$ cat config.mk
export PLATFORM = sky130hd
export DESIGN_NAME = dac_stream
export DESIGN_NICKNAME = d
export VERILOG_FILES = /design/src/rtl/audio_pkg.sv /design/src/rtl/sample_fifo.sv /design/src/rtl/dac_stream.sv
export SDC_FILE = /design/constraint.sdc
export NUM_CORES = 1
export LEC_CHECK = 0
export BUFFER_PORTS_ARGS = -buffer_cell sky130_fd_sc_hd__clkbuf_2
export CORE_MARGIN = 4
export CORE_UTILIZATION = 30
export DETAILED_ROUTE_END_ITERATION = 6
export GPL_TIMING_DRIVEN = 0
export PLACE_DENSITY = 0.47
export SKIP_CTS_REPAIR_TIMING = 1
export SLEW_MARGIN = 5
export SYNTH_ARGS = -nofsm -noshare
export SYNTH_HDL_FRONTEND = slang
export SYNTH_SLANG_ARGS = --single-unit
$ cat constraint.sdc
create_clock -name bclk -period 3.1 [get_ports bclk]
set_clock_uncertainty 0.15 [all_clocks]
set_input_delay 0.93 -clock bclk [delete_from_list [all_inputs] [get_ports bclk]]
set_output_delay 0.93 -clock bclk [all_outputs]
set_load 0.05 [all_outputs]
$ cat src/rtl/audio_pkg.sv
// ----------------------------------------------------------------------------
// audio_pkg
// Shared definitions for the audio streaming blocks: default sample width and
// FIFO depth, the DAC serialiser state type and the underrun counter ceiling.
// No ports.
// ----------------------------------------------------------------------------
package audio_pkg;

    localparam int N_DEFAULT          = 16;
    localparam int FIFO_DEPTH_DEFAULT = 4;

    localparam logic [15:0] UNDERRUN_MAX = 16'hFFFF;

    typedef enum logic [2:0] {
        WAIT_FRAME = 3'd0,
        SHIFT_L    = 3'd1,
        PAD_L      = 3'd2,
        SHIFT_R    = 3'd3,
        PAD_R      = 3'd4
    } dac_state_t;

endpackage

$ cat src/rtl/sample_fifo.sv
// ----------------------------------------------------------------------------
// sample_fifo
// Small synchronous FIFO holding PCM samples between the processing chain and
// the DAC serialiser. Push and pop in the same cycle are both honoured.
// Ports:
//   clk        in   clock
//   reset      in   synchronous active-high reset, discards contents
//   push       in   write push_data (ignored when full)
//   push_data  in   W-bit sample to store
//   pop        in   advance read pointer (ignored when empty)
//   pop_data   out  oldest stored sample (valid when not empty)
//   full       out  level == DEPTH
//   empty      out  level == 0
//   level      out  current occupancy
// ----------------------------------------------------------------------------
module sample_fifo #(
    parameter  int W     = 16,
    parameter  int DEPTH = 4,
    localparam int AW    = $clog2(DEPTH),
    localparam int LW    = AW + 1
) (
    input  logic          clk,
    input  logic          reset,
    input  logic          push,
    input  logic [W-1:0]  push_data,
    input  logic          pop,
    output logic [W-1:0]  pop_data,
    output logic          full,
    output logic          empty,
    output logic [LW-1:0] level
);

    logic [W-1:0]  mem [DEPTH];
    logic [AW-1:0] wr_ptr;
    logic [AW-1:0] rd_ptr;
    logic          do_push;
    logic          do_pop;

    assign full     = (level == LW'(DEPTH));
    assign empty    = (level == '0);
    assign do_push  = push && !full;
    assign do_pop   = pop && !empty;
    assign pop_data = mem[rd_ptr];

    // Depth is a power of two, so the pointers wrap on their own.
    always_ff @(posedge clk) begin
        if (reset) begin
            wr_ptr <= '0;
            rd_ptr <= '0;
            level  <= '0;
        end else begin
            if (do_push) begin
                wr_ptr <= wr_ptr + AW'(1);
            end
            if (do_pop) begin
                rd_ptr <= rd_ptr + AW'(1);
            end
            case ({do_push, do_pop})
                2'b10:   level <= level + LW'(1);
                2'b01:   level <= level - LW'(1);
                default: level <= level;
            endcase
        end
    end

    // Storage needs no reset; pointers define which entries are live.
    always_ff @(posedge clk) begin
        if (do_push) begin
            mem[wr_ptr] <= push_data;
        end
    end

endmodule

$ cat src/rtl/dac_stream.sv
// ----------------------------------------------------------------------------
// dac_stream
// Transmit-side streamer for the WM8731 DAC path. Buffers mono samples in a
// FIFO and shifts each one out MSB-first, left-justified, on both channels of
// the CODEC-driven DACLRC frame.
// Ports:
//   bclk            in   CODEC bit clock, sole clock
//   reset           in   synchronous active-high reset
//   sample_valid    in   upstream sample present
//   sample_data     in   N-bit signed PCM sample
//   sample_ready    out  FIFO can accept this cycle
//   daclrc          in   frame clock, high = left, low = right
//   dacdat          out  serial data to CODEC
//   underrun        out  one-cycle pulse when a left frame starts empty
//   underrun_count  out  saturating underrun count
//   fifo_level      out  FIFO occupancy
// ----------------------------------------------------------------------------
module dac_stream
    import audio_pkg::*;
#(
    parameter int N          = N_DEFAULT,
    parameter int FIFO_DEPTH = FIFO_DEPTH_DEFAULT
) (
    input  logic                          bclk,
    input  logic                          reset,
    input  logic                          sample_valid,
    input  logic [N-1:0]                  sample_data,
    output logic                          sample_ready,
    input  logic                          daclrc,
    output logic                          dacdat,
    output logic                          underrun,
    output logic [15:0]                   underrun_count,
    output logic [$clog2(FIFO_DEPTH):0]   fifo_level
);

    localparam int                BIT_W    = $clog2(N);
    localparam logic [BIT_W-1:0]  LAST_BIT = BIT_W'(N - 1);

    dac_state_t        state;
    logic [BIT_W-1:0]  bit_index;
    logic [N-1:0]      shift_reg;
    logic [N-1:0]      hold_reg;
    logic              daclrc_q;
    logic              redge;
    logic              fedge;
    logic              fifo_full;
    logic              fifo_empty;
    logic [N-1:0]      fifo_data;
    logic              push;
    logic              pop;
    logic [N-1:0]      next_sample;

    assign redge = daclrc & ~daclrc_q;
    assign fedge = ~daclrc & daclrc_q;

    // Ready is forced low while reset is held so nothing is accepted then.
    assign sample_ready = !reset && !fifo_full;
    assign push         = sample_valid && sample_ready;
    assign pop          = redge && !fifo_empty;

    // No bypass path: an empty FIFO at a left-frame start sends silence even
    // if a sample is being pushed in the same cycle.
    assign next_sample  = fifo_empty ? '0 : fifo_data;

    sample_fifo #(
        .W     (N),
        .DEPTH (FIFO_DEPTH)
    ) u_fifo (
        .clk       (bclk),
        .reset     (reset),
        .push      (push),
        .push_data (sample_data),
        .pop       (pop),
        .pop_data  (fifo_data),
        .full      (fifo_full),
        .empty     (fifo_empty),
        .level     (fifo_level)
    );

    // Serialiser. Frame edges take priority over shifting, so a frame shorter
    // than N bits simply drops the tail of the current sample.
    always_ff @(posedge bclk) begin
        if (reset) begin
            state     <= WAIT_FRAME;
            bit_index <= '0;
            shift_reg <= '0;
            hold_reg  <= '0;
            daclrc_q  <= 1'b1;
            dacdat    <= 1'b0;
            underrun  <= 1'b0;
            underrun_count <= '0;
        end else begin
            daclrc_q <= daclrc;
            underrun <= 1'b0;
            if (redge) begin
                hold_reg  <= next_sample;
                shift_reg <= next_sample;
                dacdat    <= next_sample[N-1];
                bit_index <= BIT_W'(1);
                state     <= SHIFT_L;
                if (fifo_empty) begin
                    underrun <= 1'b1;
                    if (underrun_count != UNDERRUN_MAX) begin
                        underrun_count <= underrun_count + 16'd1;
                    end
                end
            end else if (fedge && (state == SHIFT_L || state == PAD_L)) begin
                shift_reg <= hold_reg;
                dacdat    <= hold_reg[N-1];
                bit_index <= BIT_W'(1);
                state     <= SHIFT_R;
            end else begin
                case (state)
                    SHIFT_L, SHIFT_R: begin
                        dacdat <= shift_reg[LAST_BIT - bit_index];
                        if (bit_index == LAST_BIT) begin
                            bit_index <= '0;
                            state     <= (state == SHIFT_L) ? PAD_L : PAD_R;
                        end else begin
                            bit_index <= bit_index + BIT_W'(1);
                        end
                    end
                    WAIT_FRAME, PAD_L, PAD_R: begin
                        dacdat <= 1'b0;
                    end
                    default: begin
                        dacdat <= 1'b0;
                        state  <= WAIT_FRAME;
                    end
                endcase
            end
        end
    end

endmodule

==> results of run 1 <==
==> area by class of cell <==
type | instances | share of cell area
buffer | 18 | 0.0118
clock buffer | 19 | 0.0693
clock inverter | 13 | 0.0256
inverter | 12 | 0.00721
multi-input combinational | 218 | 0.287
sequential | 131 | 0.523
tap | 220 | 0.0441
timing repair buffer | 41 | 0.0329
==> worst register-to-register path, stage by stage (launching register included) <==
cell and delay [ns]:
dfxtp_1 0.43, nor2_1 0.11, a211oi_1 0.84, and2_1 0.83
==> cell usage in the layout, fill, tap and decap left out, drive strengths merged, types with 2 or more instances in the layout <==
cell / count
a211oi: 5
a21oi: 15
a22o: 15
a31oi: 3
and2: 6
and4: 2
buf: 2
bufinv: 3
clkbuf: 76
clkinv: 5
clkinvlp: 3
dfxtp: 67
edfxtp: 64
ha: 7
inv: 14
mux2: 4
mux2i: 4
mux4: 17
nand2: 9
nand2b: 3
nand3: 3
nand4: 9
nor2: 24
nor2b: 5
nor3: 8
nor3b: 4
nor4: 4
o211ai: 2
o21a: 2
o21ai: 6
o21bai: 2
o22a: 16
o22ai: 2
o31ai: 7
o41ai: 2
or3: 3
or4: 9
xnor2: 3
xor2: 5
==> metrics by stage <==
stage	hold slack, ns	setup WS [ns]	power (uW)
3_3_place_gp	0.313	-0.757	2180
5_1_grt	0.357	-0.173	4320
6_report	0.324	-0.0596	4150
4_1_cts	0.330	-0.771	4210
2_1_floorplan	0.281	0.0233	2110
3_5_place_dp	0.313	-0.767	2190
==> cell families (layout without fill, tap and decap cells) <==
| group | count (synthesis) | after routing | share of synthesized area |
|---|---|---|---|
| adder cells (fa/ha/maj) | 8 | 8 | 0.0208 |
| XOR/XNOR | 8 | 8 | 0.0136 |
| multiplexers | 25 | 25 | 0.0906 |
| AND/OR/NAND/NOR | 93 | 93 | 0.100 |
| AO/OA/AOI/OAI | 84 | 84 | 0.120 |
| flip-flops | 131 | 131 | 0.632 |
| buffers and inverters | 31 | 103 | 0.0230 |
==> per-layer routing <==
layer | part of all wire | up-vias | wire length, um
met5 | 0 | - | 0
met4 | 0.017 | 0 | 175
met3 | 0.037 | 13 | 391
met2 | 0.47 | 68 | 5000
met1 | 0.47 | 1573 | 4990
li1 | - | 1605 | -
==> worst min-delay path by stage <==
stage	startpoint	to	slack [ns]	depth (start not counted)
final	shift_reg[1]	shift_reg[1]	0.32	1
after global routing	shift_reg[1]	shift_reg[1]	0.36	1
after CTS	shift_reg[1]	shift_reg[1]	0.33	1
after detailed placement	shift_reg[1]	shift_reg[1]	0.31	1
after global placement	shift_reg[1]	shift_reg[1]	0.31	1
after floorplan	shift_reg[1]	shift_reg[1]	0.28	1
==> power groups by stage <==
stage	Combinational (uW)	Sequential [uW]	Clock [uW]
after floorplan	154	1950	0
after global placement	237	1950	0
after detailed placement	242	1950	0
after CTS	243	1910	2050
after global routing	267	1910	2140
final	237	1910	2000
==> cell usage after synthesis (2+ instances only) <==
library cell and instances:
or3_1 2, mux2_2 4, clkbuf_1 15, o41ai_1 2, a21oi_1 15, dfxtp_1 67, and4_1 2, nor2b_1 5
a211oi_1 5, o21ai_0 5, xor2_1 5, a31oi_1 3, nor2_1 24, o22a_1 16, xnor2_1 3, and2_1 6
o22ai_1 2, o21bai_1 2, nand4_1 9, nor4_1 4, o211ai_1 2, ha_1 7, mux4_2 17, a22o_1 15
edfxtp_1 64, or4_1 9, buf_1 2, nand2b_1 3, o21a_1 2, nor3_1 8, nand2_1 9, inv_1 12
nor3b_1 4, o31ai_1 7, mux2i_1 4, nand3_1 3
==> results.json, run 1 <==
{
  "status": "finished, violations left",
  "violations": "negative setup slack",
  "p_comb_frac": 0.057,
  "instances_no_fill": 672,
  "ant_nets": 0,
  "die_h_um": 139,
  "cpMostUsedCell": "clkbuf_2",
  "globalRouteMet1Util": 0.153,
  "critical_path.top_delay_family": "buffers and inverters",
  "cp_slowest_stage_delay_ns": 0.39,
  "cts_buffers": 17,
  "vias_per_cell": 4.85,
  "worstPathMaxFanout": 19,
  "syn_area_mm2": 0.00517,
  "seq_power_share": 0.460,
  "grt_first_pass_wirelength_um": 17600,
  "multiInputGateArea_mm2": 0.00179,
  "cp-start-kind": "primary input",
  "wl_per_cell_um": 15.7,
  "arrival_ns": 2.08,
  "die_area_mm2": 0.0194,
  "worst_pin_slew_ns": 0.993,
  "path_clk_slew_ns": 0.06,
  "clock_path_buffers": 2,
  "fin_crit_ns": 3.16,
  "yosys.area.top_type": "edfxtp_1",
  "hold_viol": 0,
  "ios": 42,
  "antenna_cells": 0,
  "vias": 3259,
  "peakVddDrop_v": 0.000389,
  "largest_reg_flops": 64,
  "ys.flop_type": "dfxtp_1",
  "synth_seq_cells": 131,
  "initial_core_util": 0.309,
  "cp_slowest_cell": "clkbuf_4",
  "cp.depth": 5,
  "timing.setup.tns_ns": -0.0596,
  "cts-root-buf": "clkbuf_16",
  "cap_violations": 0,
  "period_share": 1.02,
  "clkLatencyLatePin_ns": 0.41,
  "port_buffers": 41,
  "rsz0062_at_grt": "true",
  "setup_ws_ns": -0.0596,
  "syn_nets": 408,
  "ys_types": 52,
  "power.internal_uw": 3240,
  "p_sw_uw": 914,
  "grt_max_degree": 17,
  "grtUsageTotal": 0.116,
  "area.sequential_mm2": 0.00326,
  "endpoint": "sample_ready",
  "postSynthCellCount": 380,
  "drt-pass1-iter-count": 4,
  "grt_pass1_vias": 3246,
  "die_w_um": 139,
  "top_register": "u_fifo.mem",
  "path_class": "primary input to primary output",
  "cp-end-kind": "primary output",
  "path_buf_inv": 4,
  "synth_edf_count": 64,
  "gr-usage-met3": 0.0329,
  "finalCoreUtilization": 0.374,
  "antenna_found_initial": 0,
  "stdcell_area_mm2": 0.00624,
  "avgSynthCellArea_um2": 13.6,
  "clkPwrFrac": 0.483,
  "ys.warnings.count": 0,
  "yosys-top-cells-area": "edfxtp_1, dfxtp_1, mux4_2, o22a_1, a22o_1",
  "reg2reg_from": "u_fifo.level[0]",
  "crit_path_start": "reset",
  "max_freq_ghz": 0.316,
  "nets": 467,
  "drc": 0,
  "maxSlewHeadroom": 0.334,
  "wirelength_um": 10600,
  "cp_cell_sequence": "clkbuf_2, clkbuf_1, clkbuf_4, a21oi_2, clkbuf_2",
  "powerDensity_mw_per_mm2": 665,
  "switching_share": 0.220,
  "r2r_cells": 3,
  "hpwlAfterDp_um": 7180,
  "gp_congestion": 0.791,
  "dp_cells": 641,
  "cts.sinks": 131,
  "area_growth_syn_to_layout_pct": 20.9,
  "ff2ff_setup_slack_ns": 0.36,
  "hold_path_class": "flop to flop",
  "h-tree-depth": 4,
  "yosysTopAreaCellShare": 0.372,
  "setup_viol": 1,
  "use_met2": 0.177,
  "power.leakage_uw": 0.00219,
  "drt_iter0_drc": 193,
  "drv_slew": 0,
  "top_usage_layer": "met2",
  "fillers": 1639,
  "cts_tree": "built",
  "layout-drive-gt1-share": 0.219,
  "core_mm2": 0.0167,
  "regToRegEndpoint": "u_fifo.mem[2][3]",
  "globalRouteOverflowTotal": 0,
  "synth-seq-area-share": 0.632,
  "async_flop_share": 0,
  "placementRows": 47,
  "postPlaceCellArea_mm2": 0.00565,
  "crit_required_ns": 2.02
}
No activity file was read; power rests on OpenSTA's default activity.
==> run 2: changes to the inputs <==
==> constraint.sdc (replaced) <==
create_clock -name bclk -period 3 [get_ports bclk]
set_clock_uncertainty 0.15 [all_clocks]
set_input_delay 0.45 -clock bclk [delete_from_list [all_inputs] [get_ports bclk]]
set_output_delay 0.45 -clock bclk [all_outputs]
set_load 0.05 [all_outputs]
==> results.json, run 2 (synthesis gave the netlist of run 1 again) <==
{
  "initial_core_util": 0.309,
  "hold_slack_ns": 0.106,
  "grt_max_degree": 17,
  "hpwlAfterDp_um": 7230,
  "drc": 0,
  "worst_pin_slew_ns": 0.977,
  "clkLatencyLatePin_ns": 0.41,
  "die_h_um": 139,
  "cp-start-kind": "primary input",
  "h-tree-depth": 4,
  "port_buffers": 41,
  "rsz0062_at_grt": "false",
  "setup_viol": 0,
  "multiInputGateArea_mm2": 0.00178,
  "crit_required_ns": 2.40,
  "cp-end-kind": "primary output",
  "period_share": 0.941,
  "powerDensity_mw_per_mm2": 664,
  "hold_path_class": "primary input to flop",
  "power.leakage_uw": 0.00218,
  "wl_per_cell_um": 16.0,
  "worstPathMaxFanout": 10,
  "wirelength_um": 10800,
  "grt_first_pass_wirelength_um": 17500,
  "finalCoreUtilization": 0.371,
  "fillers": 1644,
  "hold_viol": 0,
  "grt_pass1_vias": 3330,
  "status": "completed",
  "die_area_mm2": 0.0194,
  "max_freq_ghz": 0.354,
  "area_growth_syn_to_layout_pct": 19.8,
  "arrival_ns": 2.22,
  "cts-root-buf": "clkbuf_16",
  "die_w_um": 139,
  "gp_congestion": 0.785,
  "ios": 42,
  "vias": 3275,
  "placementRows": 47,
  "grtUsageTotal": 0.114,
  "globalRouteOverflowTotal": 0,
  "vias_per_cell": 4.87,
  "antenna_found_initial": 0,
  "nets": 468,
  "layout-drive-gt1-share": 0.214,
  "drt_iter0_drc": 125,
  "clock_path_buffers": 2,
  "drv_slew": 0,
  "peakVddDrop_v": 0.000414,
  "antenna_cells": 0,
  "ant_nets": 0,
  "core_mm2": 0.0167,
  "maxSlewHeadroom": 0.349,
  "top_register": "u_fifo.mem",
  "area.sequential_mm2": 0.00326,
  "cts_buffers": 17,
  "path_class": "primary input to primary output",
  "largest_reg_flops": 64,
  "cts.sinks": 131,
  "final_cell_mix": "dfxtp_1, edfxtp_1, clkbuf_2",
  "cts_tree": "built",
  "cap_violations": 0,
  "path_clk_slew_ns": 0.06,
  "fin_crit_ns": 2.82,
  "drt-pass1-iter-count": 4,
  "final_common_cell": "dfxtp_1"
}
-- run 2: cell count changes in the layout (fill, tap and decap cells not counted), moves of 2 or more --
cell,before,now
clkinv_2,1,4
clkinv_4,2,0
inv_6,2,0
bufinv_16,3,1
clkinv_1,2,0
inv_4,0,2
clkbuf_1,16,18
-- run 2: cell type report --
class                      count  share of cell area
clock buffer                  22              0.0740
sequential                   131               0.527
buffer                        19              0.0119
tap                          220              0.0445
timing repair buffer          41              0.0332
inverter                      12             0.00728
multi-input combinational    218               0.288
clock inverter                10              0.0137
-- run 2: report_power, final --
| part | switching, uW | internal, uW |
|---|---|---|
| Sequential | 32.1 | 1940 |
| Clock | 726 | 1160 |
| Combinational | 149 | 96.1 |
| Total | 907 | 3200 |
-- run 2: metrics by stage --
| step | setup slack (ns) | total power (uW) | TNS [ns] | cells | cell area (um2) |
|---|---|---|---|---|---|
| 5_1_grt | 0.0445 | 4280 | 0 | 673 | 6190 |
| 6_report | 0.176 | 4110 | 0 | 673 | 6190 |
| 3_5_place_dp | -0.0222 | 2260 | -0.415 | 641 | 5650 |
| 3_3_place_gp | 0.0412 | 2250 | 0 | 641 | 5650 |
| 4_1_cts | 0.126 | 4160 | 0 | 673 | 6190 |
| 2_1_floorplan | 0.370 | 2180 | 0 | 380 | 5170 |
-- run 2: metal layers --
metal,part of all wire,vias up,global-route usage
li1,-,1604,-
met2,0.48,61,0.180
met4,0.020,0,0.0489
met5,0,-,0
met1,0.47,1591,0.147
met3,0.030,19,0.0336
-- run 2: worst max-delay path: stages --
cell and delay (ns):
clkbuf_2 0.11, clkbuf_1 0.40, clkbuf_1 0.48, buf_1 0.44, a21oi_1 0.09, clkbuf_2 0.26
-- run 2: path summary, 6_finish.rpt --
| check | startpoint | end | slack [ns] | depth (start not counted) |
|---|---|---|---|---|
| hold reg to reg | shift_reg[1] | shift_reg[1] | 0.32 | 1 |
| setup reg to reg | u_fifo.level[0] | u_fifo.mem[2][11] | 0.31 | 3 |
| setup / recovery | reset | sample_ready | 0.18 | 6 |
| hold / removal | sample_data[12] | u_fifo.mem[0][12] | 0.11 | 1 |
